$ cat src/rtl/adc_spi_pkg.sv
// Shared constants, FSM state type and result-word packing for the ADC SPI responder.
package adc_spi_pkg;

  localparam int FRAME_BITS = 16;
  localparam int SAMPLE_W   = 12;
  localparam int WRITE_BIT  = 15;
  localparam int ADDR_MSB   = 12;
  localparam int ADDR_LSB   = 10;

  typedef enum logic [1:0] {
    IDLE,
    SHIFT,
    DONE
  } state_t;

  function automatic logic [FRAME_BITS-1:0] mk_result(input logic [2:0]          addr,
                                                     input logic [SAMPLE_W-1:0] sample);
    return {1'b0, addr, sample};
  endfunction

endpackage

$ cat src/rtl/spi_in_sync.sv
// Multi-flop synchronizers for the asynchronous SPI pins plus registered edge detection.
module spi_in_sync #(
  parameter int SYNC_STAGES = 2
) (
  input  logic i_clk,
  input  logic i_rst,
  input  logic i_cs_n,
  input  logic i_sclk,
  input  logic i_din,
  output logic o_cs_s,
  output logic o_cs_fall,
  output logic o_cs_rise,
  output logic o_sclk_rise,
  output logic o_sclk_fall,
  output logic o_din_s
);

  logic [SYNC_STAGES-1:0] r_cs, r_sclk, r_din;
  logic                   r_cs_q, r_sclk_q;

  // CS resets to the "selected" level so a frame already running when reset
  // drops does not look like a fresh CS fall.
  always_ff @(posedge i_clk or posedge i_rst) begin
    if (i_rst) begin
      r_cs     <= '0;
      r_sclk   <= '0;
      r_din    <= '0;
      r_cs_q   <= 1'b0;
      r_sclk_q <= 1'b0;
    end else begin
      r_cs     <= {r_cs[SYNC_STAGES-2:0], i_cs_n};
      r_sclk   <= {r_sclk[SYNC_STAGES-2:0], i_sclk};
      r_din    <= {r_din[SYNC_STAGES-2:0], i_din};
      r_cs_q   <= r_cs[SYNC_STAGES-1];
      r_sclk_q <= r_sclk[SYNC_STAGES-1];
    end
  end

  assign o_cs_s      = r_cs[SYNC_STAGES-1];
  assign o_cs_fall   = r_cs_q & ~r_cs[SYNC_STAGES-1];
  assign o_cs_rise   = ~r_cs_q & r_cs[SYNC_STAGES-1];
  assign o_sclk_rise = ~r_sclk_q & r_sclk[SYNC_STAGES-1];
  assign o_sclk_fall = r_sclk_q & ~r_sclk[SYNC_STAGES-1];
  assign o_din_s     = r_din[SYNC_STAGES-1];

endmodule

$ cat src/rtl/adc_spi_responder.sv
// SPI target emulating an 8-channel 12-bit serial ADC: captures the control word and
// returns {0, addr, sample} for the channel selected by the previous frame.
module adc_spi_responder
  import adc_spi_pkg::*;
#(
  parameter int NUM_CH      = 8,
  parameter int DATA_W      = 12,
  parameter int SYNC_STAGES = 2
) (
  input  logic                     clk,
  input  logic                     rst,
  input  logic                     spi_cs_n,
  input  logic                     spi_sclk,
  input  logic                     spi_din,
  output logic                     spi_dout,
  input  logic [NUM_CH*DATA_W-1:0] sample_bus,
  output logic [FRAME_BITS-1:0]    ctrl_word,
  output logic                     ctrl_valid,
  output logic [2:0]               cur_ch,
  output logic                     frame_err,
  output logic                     busy
);

  localparam logic [4:0] LAST_BIT = 5'(FRAME_BITS - 1);

  function automatic logic [2:0] wrap_ch(input logic [2:0] a);
    return 3'(32'(a) % NUM_CH);
  endfunction

  logic w_cs_s, w_cs_fall, w_cs_rise, w_sclk_rise, w_sclk_fall, w_din_s;

  spi_in_sync #(.SYNC_STAGES(SYNC_STAGES)) u_sync (
    .i_clk       (clk),
    .i_rst       (rst),
    .i_cs_n      (spi_cs_n),
    .i_sclk      (spi_sclk),
    .i_din       (spi_din),
    .o_cs_s      (w_cs_s),
    .o_cs_fall   (w_cs_fall),
    .o_cs_rise   (w_cs_rise),
    .o_sclk_rise (w_sclk_rise),
    .o_sclk_fall (w_sclk_fall),
    .o_din_s     (w_din_s)
  );

  logic [DATA_W-1:0] w_samples [NUM_CH];
  for (genvar k = 0; k < NUM_CH; k++) begin : g_smp
    assign w_samples[k] = sample_bus[k*DATA_W +: DATA_W];
  end

  logic [FRAME_BITS-1:0] w_tx_snap;
  assign w_tx_snap = mk_result(cur_ch, w_samples[cur_ch]);

  state_t                r_state, w_state_nxt;
  logic [FRAME_BITS-1:0] r_tx, r_rx;
  logic [4:0]            r_bit_cnt;
  logic                  r_done_first;
  logic                  w_start, w_rise, w_fall, w_abort, w_to_done, w_done_exit;

  always_ff @(posedge clk or posedge rst) begin
    if (rst) r_state <= IDLE;
    else     r_state <= w_state_nxt;
  end

  // A 16th rise coinciding with the CS rise completes the frame; DONE then
  // exits on the CS level so that coincident rise is not lost.
  always_comb begin
    w_state_nxt = r_state;
    w_start     = 1'b0;
    w_rise      = 1'b0;
    w_fall      = 1'b0;
    w_abort     = 1'b0;
    w_to_done   = 1'b0;
    w_done_exit = 1'b0;
    case (r_state)
      IDLE: if (w_cs_fall) begin
        w_start     = 1'b1;
        w_state_nxt = SHIFT;
      end
      SHIFT: begin
        if (w_sclk_rise && r_bit_cnt == LAST_BIT) begin
          w_rise      = 1'b1;
          w_to_done   = 1'b1;
          w_state_nxt = DONE;
        end else if (w_cs_rise) begin
          w_abort     = 1'b1;
          w_state_nxt = IDLE;
        end else begin
          w_rise = w_sclk_rise;
          w_fall = w_sclk_fall;
        end
      end
      DONE: if (w_cs_s) begin
        w_done_exit = 1'b1;
        w_state_nxt = IDLE;
      end
      default: w_state_nxt = IDLE;
    endcase
  end

  always_ff @(posedge clk or posedge rst) begin
    if (rst) begin
      spi_dout     <= 1'b0;
      r_tx         <= '0;
      r_rx         <= '0;
      r_bit_cnt    <= '0;
      ctrl_word    <= '0;
      ctrl_valid   <= 1'b0;
      cur_ch       <= '0;
      frame_err    <= 1'b0;
      busy         <= 1'b0;
      r_done_first <= 1'b0;
    end else begin
      ctrl_valid   <= 1'b0;
      frame_err    <= 1'b0;
      r_done_first <= w_to_done;
      if (w_start) begin
        r_tx      <= w_tx_snap;
        spi_dout  <= w_tx_snap[FRAME_BITS-1];
        r_bit_cnt <= '0;
        busy      <= 1'b1;
      end
      if (w_rise) begin
        r_rx      <= {r_rx[FRAME_BITS-2:0], w_din_s};
        r_bit_cnt <= r_bit_cnt + 5'd1;
      end
      if (w_fall) spi_dout <= r_tx[4'(FRAME_BITS-1) - r_bit_cnt[3:0]];
      if (w_abort) begin
        frame_err <= 1'b1;
        spi_dout  <= 1'b0;
        busy      <= 1'b0;
        r_rx      <= '0;
      end
      if (r_done_first) begin
        ctrl_word  <= r_rx;
        ctrl_valid <= 1'b1;
        spi_dout   <= 1'b0;
        if (r_rx[WRITE_BIT]) cur_ch <= wrap_ch(r_rx[ADDR_MSB:ADDR_LSB]);
      end
      if (w_done_exit) busy <= 1'b0;
    end
  end

endmodule

$ cat config.mk
export PLATFORM = sky130hd
export DESIGN_NAME = adc_spi_responder
export DESIGN_NICKNAME = d
export VERILOG_FILES = /design/src/rtl/adc_spi_pkg.sv /design/src/rtl/spi_in_sync.sv /design/src/rtl/adc_spi_responder.sv
export SDC_FILE = /design/constraint.sdc
export NUM_CORES = 1
export LEC_CHECK = 0
export BUFFER_PORTS_ARGS = -buffer_cell sky130_fd_sc_hd__buf_2
export CAP_MARGIN = 40
export CORE_MARGIN = 10
export CORE_UTILIZATION = 52
export CTS_BUF_LIST = sky130_fd_sc_hd__clkbuf_8
export CTS_CLUSTER_SIZE = 16
export DETAILED_ROUTE_END_ITERATION = 8
export PLACE_DENSITY = 0.88
export SYNTH_ARGS = -nofsm -noshare
export SYNTH_HDL_FRONTEND = slang
export SYNTH_SLANG_ARGS = --single-unit
$ cat constraint.sdc
create_clock -name clk -period 2.9 [get_ports clk]
set_clock_uncertainty 0.15 [all_clocks]
set_input_delay 0.145 -clock clk [delete_from_list [all_inputs] [get_ports clk]]
set_output_delay 0.145 -clock clk [all_outputs]
set_load 0.02 [all_outputs]
Word level (Yosys, flattened, before mapping) --
Cells that the tools add are included.
Storage, ports and cells: flip-flop bits (word level) 70, logic and storage cells 81
Cells by class: add/subtract/negate cells 2, $lt $le $gt $ge 2, eq/ne operators 6, muxes and demuxes 38, bitwise operators 9, reduce and logical (&&, ||, !) cells 8
Operators with widths (count):
- $bmux W12 S3 | 1
- $mux W16 | 2
- $mux W1 | 25
- $mux W12 | 2
- $mux W5 | 2
- $mux W2 | 4
- $pmux W2 S3 | 1
- $add A5 B1 Y5 const B | 1
- $eq A5 B4 Y1 const B | 1
- $lt A4 B5 Y1 const B | 1
- $and A1 B1 Y1 | 4
- $bmux W1 S4 | 1
- $ge A4 B4 Y1 const B | 1
- $ne A2 B1 Y1 const B | 2
- $not A1 Y1 | 4
- $not A3 Y4 | 1
- $reduce_bool A2 Y1 | 2
- $reduce_bool A4 Y1 | 1
- $sub A4 B4 Y4 const A | 1
- $ne A3 B2 Y1 const B | 1
- $reduce_and A3 Y1 | 1
- $reduce_bool A3 Y1 | 1
- $eq A2 B1 Y1 const B | 1
- $eq A2 B2 Y1 const B | 1
- 3 further kinds | 3

Longest topological paths before layout --
Gate-level depths: netlist (run 1).
word-level depth 8, mapped depth 8, depth with buffers taken out 7

Modules after synthesis --
From an unflattened synthesis (run 1), not the netlist that was laid out.
Unflattened totals: cells, all modules 288, area total of the unflattened synthesis 3523.4 um^2
Modules (own cells, without submodules):
- adc_spi_responder | times used 1, cells an instance 275, area an instance 3284.4 um^2, sequential area each 1551.5 um^2
- spi_in_sync | times used 1, cells an instance 13, area an instance 239.0 um^2, sequential area each 200.2 um^2

Worst setup path after synthesis (run 1) --
No wires, ideal clock.
path kind register -> register, from reg r_bit_cnt[1], to reg r_rx[0], setup time 0.123 ns, arrival 1.661 ns, path slack 0.966 ns, stages on the path, launching flop included 9, path buffers 1, cells stage by stage dfrtp_1 > ha_1 > and3_1 > ha_1 > nand3b_1 > nand2_1 > nor2_2 > buf_2 > a21oi_1
On the way: longest elaborated chain between the ends 5
Ends and longest elaborated chain:
- from (decl) | RTL line adc_spi_responder.sv:56 | logic [4:0] r_bit_cnt;
- from (signal assigned) | RTL line adc_spi_responder.sv:125 | r_bit_cnt <= r_bit_cnt + 5'd1;
- $eq A5 B4 Y1 (*) | RTL line adc_spi_responder.sv:81 | if (w_sclk_rise && r_bit_cnt == LAST_BIT) begin
- $logic_and A1 B1 Y1 (*) | RTL line adc_spi_responder.sv:81
- $mux W1 (*) | RTL line adc_spi_responder.sv:81
- $mux W1 (*) | RTL line adc_spi_responder.sv:75 | case (r_state)
- net w_abort | RTL line adc_spi_responder.sv:58 | logic w_start, w_rise, w_fall, w_abort, w_to_done, w_done_exit;
- $mux W16 / $reduce_bool A2 Y1 (equally long branches)
- to (signal assigned) | RTL line adc_spi_responder.sv:124 | r_rx <= {r_rx[FRAME_BITS-2:0], w_din_s};
- to (decl) | RTL line adc_spi_responder.sv:55 | logic [FRAME_BITS-1:0] r_tx, r_rx;
The timed path passes the listed nets; every way through them passes the cells marked *. A chain may end at the register's enable or synchronous reset.

Worst setup path in the final report (run 1) --
from reg r_bit_cnt[0], to reg r_bit_cnt[3]
On the way: longest elaborated chain between the ends 5
Ends and longest elaborated chain (RTL line):
- $eq A5 B4 Y1 | adc_spi_responder.sv:81
- $logic_and A1 B1 Y1 | adc_spi_responder.sv:81
- $mux W1 | adc_spi_responder.sv:81
- $mux W1 | adc_spi_responder.sv:75
- $mux W5 / $reduce_bool A2 Y1 (equally long branches)
Parallel ways exist; a longest one is shown, timed or not.

==> impl_results.md, run 1 <==
- Outcome: complete, no violations
- Final TNS setup: 0 ns
- Seq cells post-synth: 70
- DRC Markers: 0
- R2r startpoint: r_bit_cnt[0]
- Design Power: 2.05 mW
- Number of global-route vias before repair: 3,105
- Height of the die: 104 um
- Commonest non-fill, non-tap cell in the layout: buf_2
- H-tree Lvls: 3
- Pint: 1.51 mW
- Largest net degree at the start of global routing: 42
- Clk buf depth: 2
- Post-DP HPWL: 6.89 mm
- Post-CTS setup buffers: 0
- Final net count: 514
- Final hold viol count: 0
- Psw: 0.536 mW
- Buf+Inv Stages, Crit Path: 0
- Later-pin clock latency in the skew report: 0.35 ns
- Multi-input gate area: 0.00170 mm2
- Antenna viol nets, final: 0
- Post-synthesis cell area: 0.00364 mm2
- Combinational fraction of design power: 0.129
- Initial antenna violation count: 0
- Final period util: 0.855
- Die ar.: 0.0107 mm2
- Fmax: 0.403 GHz
- Worst-Margin Slew: 0.809 ns
- Cells after Synth: 287
- Port bufs: 123
- Via count: 2,786
- Starting Density: 0.536
- Share of flip-flops with an asynchronous set or reset: 1.00
- Ports: 124
- Post-synth top flop: dfrtp_1
- Post-synthesis sequential area ratio: 0.481
- Wire length per cell: 17.9 um
- Fraction of power consumed by the clock network: 0.338
- Crit path largest cell delay: 0.65 ns
- R2R setup slack: 0.42 ns
- Hold Crit Class: in -> async
- Crit-path slowest cell: o21a_1
- Clock root buffer: clkbuf_8
- Num CTS Buffers: 9
- Clk sinks: 70
- Row count: 30
- Relative slew margins: 0.461
- Global-route wire length before repair: 15.1 mm
- Seq pwr share: 0.533
- R2r endpoint: r_bit_cnt[3]
- EDFF count, synth: 0
- Tmin final: 2.48 ns
- CP Launch Type: flop
- CP Capture Type: flop
- Max VDD drop: 0.275 mV
- Number of max-cap violations: 0
- Top cell type's share of synthesized area: 0.481
- Share of cells above drive strength 1: 0.445
- Register area: 0.00175 mm2
- GRT Total Usage: 0.172
- P_leak: 2.20 nW
- CP Class: reg -> reg
- Pins Over Slew Limit: 0
- # resized after CTS: 0
- Avg Cell Area, Syn: 12.7 um2
- RSZ-0062 raised after global routing: no
- Core area: 0.00679 mm2
- R2R cell count: 6
- Most frequent cells in the layout: 123 x buf_2, 70 x dfrtp_1, 57 x nand2_1
- Hold Slack: 0.0610 ns
- Fillers: 484
- Initial DRC count: 138
- Yosys cell types: 39
- Setup Viol. Count Final: 0
- Sequence of cells on the critical path: ha_1 -> and3_1 -> ha_1 -> o21a_1 -> mux2i_1 -> o2bb2ai_1
- Area growth syn-to-layout: 24.0%
- Via/cell ratio: 5.44
- Worst path top cell family by delay: compound AO/OA/AOI/OAI gates
- Clock-pin transition on the worst setup and hold timing paths: 0.08 ns
- Worst-path maximum fanout: 21
- Gpl congestion: 0.823
- Post-Syn Nets: 390
- Switching Share: 0.262
- CP most frequent cell: ha_1
- Critical path data required time: 2.98 ns
- CTS tree: done
- WP data arrival: 2.56 ns
- Die W: 104 um
- Antenna fix cells: 0
- Yosys warns: 0
- Power per cell area: 453 mW/mm2
- Pre-antenna DRT Iters: 4
- Top cells by area, synth: dfrtp_1 48%, mux4_1 14%, mux2_2 6.2%
- Total wire length: 9.18 mm
- GRT overflow: 0
- Dominant cell type by area after synthesis: dfrtp_1
==> registers in the layout, summed over array words and instances (netlist names), 2 cells and up <==
register,count
ctrl_word,16
cur_ch,3
r_bit_cnt,5
r_rx,16
r_state,2
r_tx,15
u_sync.r_cs,2
u_sync.r_din,2
u_sync.r_sclk,2
==> synth_stat cells, types with 2 or more instances <==
library cell  instances
dfrtp_1              70
nand2_1              57
mux2_2               20
mux4_1               19
a21oi_1              18
mux2i_1              14
o21ai_0              10
buf_2                 9
mux4_2                8
inv_1                 7
o21ai_1               7
buf_6                 6
clkbuf_1              4
nand3_1               4
nor2_1                4
buf_4                 3
and2b_2               2
ha_1                  2
nand3b_1              2
o21a_1                2
==> per-stage QoR <==
| stage | instances | area, um2 | setup WS (ns) | utilization |
|---|---|---|---|---|
| 2_1_floorplan | 287 | 3640 | 0.837 | - |
| 3_3_place_gp | 490 | 4260 | 0.635 | 0.627 |
| 3_5_place_dp | 492 | 4300 | 0.475 | 0.633 |
| 4_1_cts | 512 | 4510 | 0.427 | 0.664 |
| 5_1_grt | 512 | 4510 | 0.238 | 0.664 |
| 6_report | 512 | 4510 | 0.420 | 0.664 |
==> worst min-delay path, stage by stage <==
cell and delay (ns):
dlygate4sd3_1 0.53, buf_2 0.12, inv_2 0.11
==> repair_timing <==
action | 4_1_cts | 5_1_grt
hold buffers | 4 | 0
endpoints found under the setup margin | 0 | 0
endpoints found under the hold margin | 60 | 0
==> power groups by stage <==
stage	Combinational, mW	Sequential (mW)	Clock [mW]
2_1_floorplan	0.159	1.09	0
3_3_place_gp	0.244	1.10	0
3_5_place_dp	0.260	1.11	0
4_1_cts	0.267	1.09	0.697
5_1_grt	0.294	1.10	0.744
6_report	0.264	1.09	0.691
==> logic make-up (layout without fill, tap and decap cells) <==
logic type	after synthesis	count (layout)	synth area share
muxes	61	61	0.287
and+or+nand+nor	79	79	0.100
buffers and inverters	30	159	0.0523
DFF	70	70	0.481
AOI/OAI and AO/OA	45	45	0.0719
adders and majority gates	2	2	0.00688
==> how the worst max path moves through the flow <==
stage / startpoint / to / slack (ns) / depth (start not counted)
final: r_bit_cnt[0] / r_bit_cnt[3] / 0.42 / 6
after global routing: r_bit_cnt[0] / r_bit_cnt[3] / 0.24 / 6
after CTS: r_bit_cnt[0] / r_bit_cnt[3] / 0.43 / 6
after detailed placement: r_bit_cnt[0] / r_bit_cnt[3] / 0.47 / 6
after global placement: r_bit_cnt[0] / r_bit_cnt[3] / 0.63 / 6
after floorplan: rst / busy / 0.84 / 1
==> final cells by class <==
class	instances	area share
clock inverter	6	0.00832
tap	96	0.0266
sequential	70	0.388
clock buffer	10	0.0305
multi-input combinational	187	0.376
timing repair buffer	136	0.165
inverter	7	0.00582
==> layer usage <==
layer	share of wire	GRT usage	up-vias	wire length (um)
met4	0.024	0.0726	0	217
li1	-	-	1296	-
met3	0.045	0.0483	23	417
met2	0.55	0.309	85	5040
met1	0.38	0.183	1382	3500
met5	0	0	-	0
Power figures use the tool's default switching activity.
==> run 2, diff against run 1 <==
Settings changed: BUFFER_PORTS_ARGS -buffer_cell sky130_fd_sc_hd__buf_2 to -buffer_cell sky130_fd_sc_hd__clkbuf_2, CORE_UTILIZATION 52 to 50, CTS_BUF_LIST sky130_fd_sc_hd__clkbuf_8 to sky130_fd_sc_hd__clkbuf_8 sky130_fd_sc_hd__clkbuf_16, PLACE_DENSITY 0.88 to 0.86.
==> run 2 against run 1 <==
Sequential cell count unchanged. Global-route usage down 1.5 points. Setup slack better by 0.057 ns. Core utilization down 3.4 points. Hold slack better by 0.081 ns. Final cell count unchanged. Final area up 0.19%. Die area up 3.2%. Clock-buffer cell count stayed put.
==> impl_results.md, run 2 (synthesis gave the netlist of run 1 again) <==
- GRT Total Usage: 0.157
- Clk buf depth: 2
- Global-route wire length before repair: 14.3 mm
- Antenna viol nets, final: 0
- Critical path data required time: 2.98 ns
- Power per cell area: 484 mW/mm2
- Worst-Margin Slew: 1.03 ns
- Port bufs: 123
- Pint: 1.67 mW
- WHS Endpoint: r_tx[5]
- Psw: 0.514 mW
- Fmax: 0.413 GHz
- Clk sinks: 70
- Crit path largest cell delay: 0.64 ns
- GRT overflow: 0
- Later-pin clock latency in the skew report: 0.34 ns
- Post-DP HPWL: 6.42 mm
- Fraction of power consumed by the clock network: 0.386
- Gpl congestion: 0.808
- Row count: 31
- Die W: 105 um
- Relative slew margins: 0.309
- Seq pwr share: 0.498
- Commonest non-fill, non-tap cell in the layout: clkbuf_2
- Placed cells: 492
- Outcome: complete, no violations
- Largest net degree at the start of global routing: 71
- CTS tree: done
- Crit-path slowest cell: o21a_1
- R2R setup slack: 0.48 ns
- CP Class: reg -> reg
- Share of cells above drive strength 1: 0.438
- Starting Density: 0.507
- Clock root buffer: clkbuf_8
- Height of the die: 105 um
- Hold Crit Class: in -> reg
- Placed inst area: 0.00427 mm2
- Pins Over Slew Limit: 0
- Ports: 124
- Final hold viol count: 0
- Fin area: 0.00452 mm2
- Global routing usage on met2: 0.280
- Setup Viol. Count Final: 0
- P_leak: 2.21 nW
- CP Capture Type: flop
- Die ar.: 0.0111 mm2
- RSZ-0062 raised after global routing: no
- Num CTS Buffers: 9
- Met1 usage: 0.164
- Combinational fraction of design power: 0.116
- Switching Share: 0.235
- CP Launch Type: flop
- Met3 Track Usage GR: 0.0603
- Post-CTS setup buffers: 0
- Cell Count, Final, Fillers Out: 512
- Antenna fix cells: 0
- Via count: 2,784
- Number of max-cap violations: 0
- Via/cell ratio: 5.44
- R2r endpoint: r_bit_cnt[3]
- Number of global-route vias before repair: 3,069
- Worst-path maximum fanout: 21
- H-tree Lvls: 3
- DRC Markers: 0
- Pre-antenna DRT Iters: 4
- Tmin final: 2.42 ns
- Max VDD drop: 0.190 mV
- Area growth syn-to-layout: 24.3%
- Hold Startpoint: sample_bus[89]
- R2R cell count: 6
- R2r startpoint: r_bit_cnt[0]
- Clock-pin transition on the worst setup and hold timing paths: 0.07 ns
- Final TNS setup: 0 ns
- Total wire length: 8.55 mm
- Sequence of cells on the critical path: ha_1 -> and3_1 -> ha_1 -> o21a_1 -> mux2i_1 -> o2bb2ai_1
- Wire length per cell: 16.7 um
- Hold Path Depth: 4
- Core area: 0.00718 mm2
- Top Usage Layer GRT: met2
- Most frequent cells in the layout: 123 x clkbuf_2, 70 x dfrtp_1, 57 x nand2_1
- WP data arrival: 2.50 ns
- Initial antenna violation count: 0
- Initial DRC count: 220
- Final period util: 0.836
- Final net count: 511
- CP most frequent cell: ha_1
- Top Registers: ctrl_word x16, r_rx x16, r_tx x15
## run 2: cell count changes in the layout (fill, tap and decap cells not counted), sizes merged
cell | before | now
buf | 132 | 6
bufinv | 0 | 2
clkbuf | 10 | 133
clkinvlp | 2 | 0
## run 2: power by group through the flow
| stage | logic (mW) | registers, mW | clock network [mW] |
|---|---|---|---|
| 6_report | 0.254 | 1.09 | 0.845 |
| 5_1_grt | 0.288 | 1.10 | 0.904 |
| 4_1_cts | 0.259 | 1.09 | 0.863 |
| 3_5_place_dp | 0.252 | 1.11 | 0 |
| 3_3_place_gp | 0.241 | 1.10 | 0 |
| 2_1_floorplan | 0.159 | 1.09 | 0 |
## run 2: layout make-up
cell class / count / area [um2]
Inverter: 7 / 26.3
Timing Repair Buffer: 133 / 708
Sequential cell: 70 / 1750
Clock inverter: 6 / 77.6
Tap cell: 99 / 124
Clock buffer: 10 / 138
Multi-Input combinational cell: 187 / 1700
Fill cell: 558 / 2650
## run 2: worst max path at each step
stage	from	to	slack, ns
2_1_floorplan	rst	busy	0.84
3_3_place_gp	r_bit_cnt[0]	r_bit_cnt[3]	0.64
3_5_place_dp	r_bit_cnt[0]	r_bit_cnt[3]	0.50
4_1_cts	r_bit_cnt[0]	r_bit_cnt[3]	0.49
5_1_grt	r_bit_cnt[0]	r_bit_cnt[3]	0.31
6_report	r_bit_cnt[0]	r_bit_cnt[3]	0.48
## run 2: stage by stage
step / utilization / power (mW) / hold slack, ns / worst slack [ns]
2_1_floorplan: - / 1.25 / 0.0264 / 0.837
3_3_place_gp: 0.593 / 1.34 / 0.103 / 0.638
3_5_place_dp: 0.595 / 1.36 / 0.106 / 0.500
4_1_cts: 0.630 / 2.21 / 0.127 / 0.491
5_1_grt: 0.630 / 2.29 / 0.143 / 0.315
6_report: 0.630 / 2.19 / 0.142 / 0.477
## run 2: routing by layer
metal  share of wire  wire, um  vias to the layer above
li1                -         -                     1291
met4           0.013       107                        0
met5               0         0                        -
met3           0.077       656                       14
met1            0.37      3160                     1374
met2            0.54      4630                      105
## run 2: what timing repair did
action                    CTS  global route
hold endpoints to repair   73             0
hold buffers                4             0
resized for setup           0             0
## run 2: critical path: cells and delay by family (launching register included)
| family | cells | cell delay, ns |
|---|---|---|
| simple gates | 1 | 0.16 |
| fa+ha+maj | 2 | 0.44 |
| flops | 1 | 0.53 |
| compound gates | 2 | 0.74 |
| mux | 1 | 0.29 |
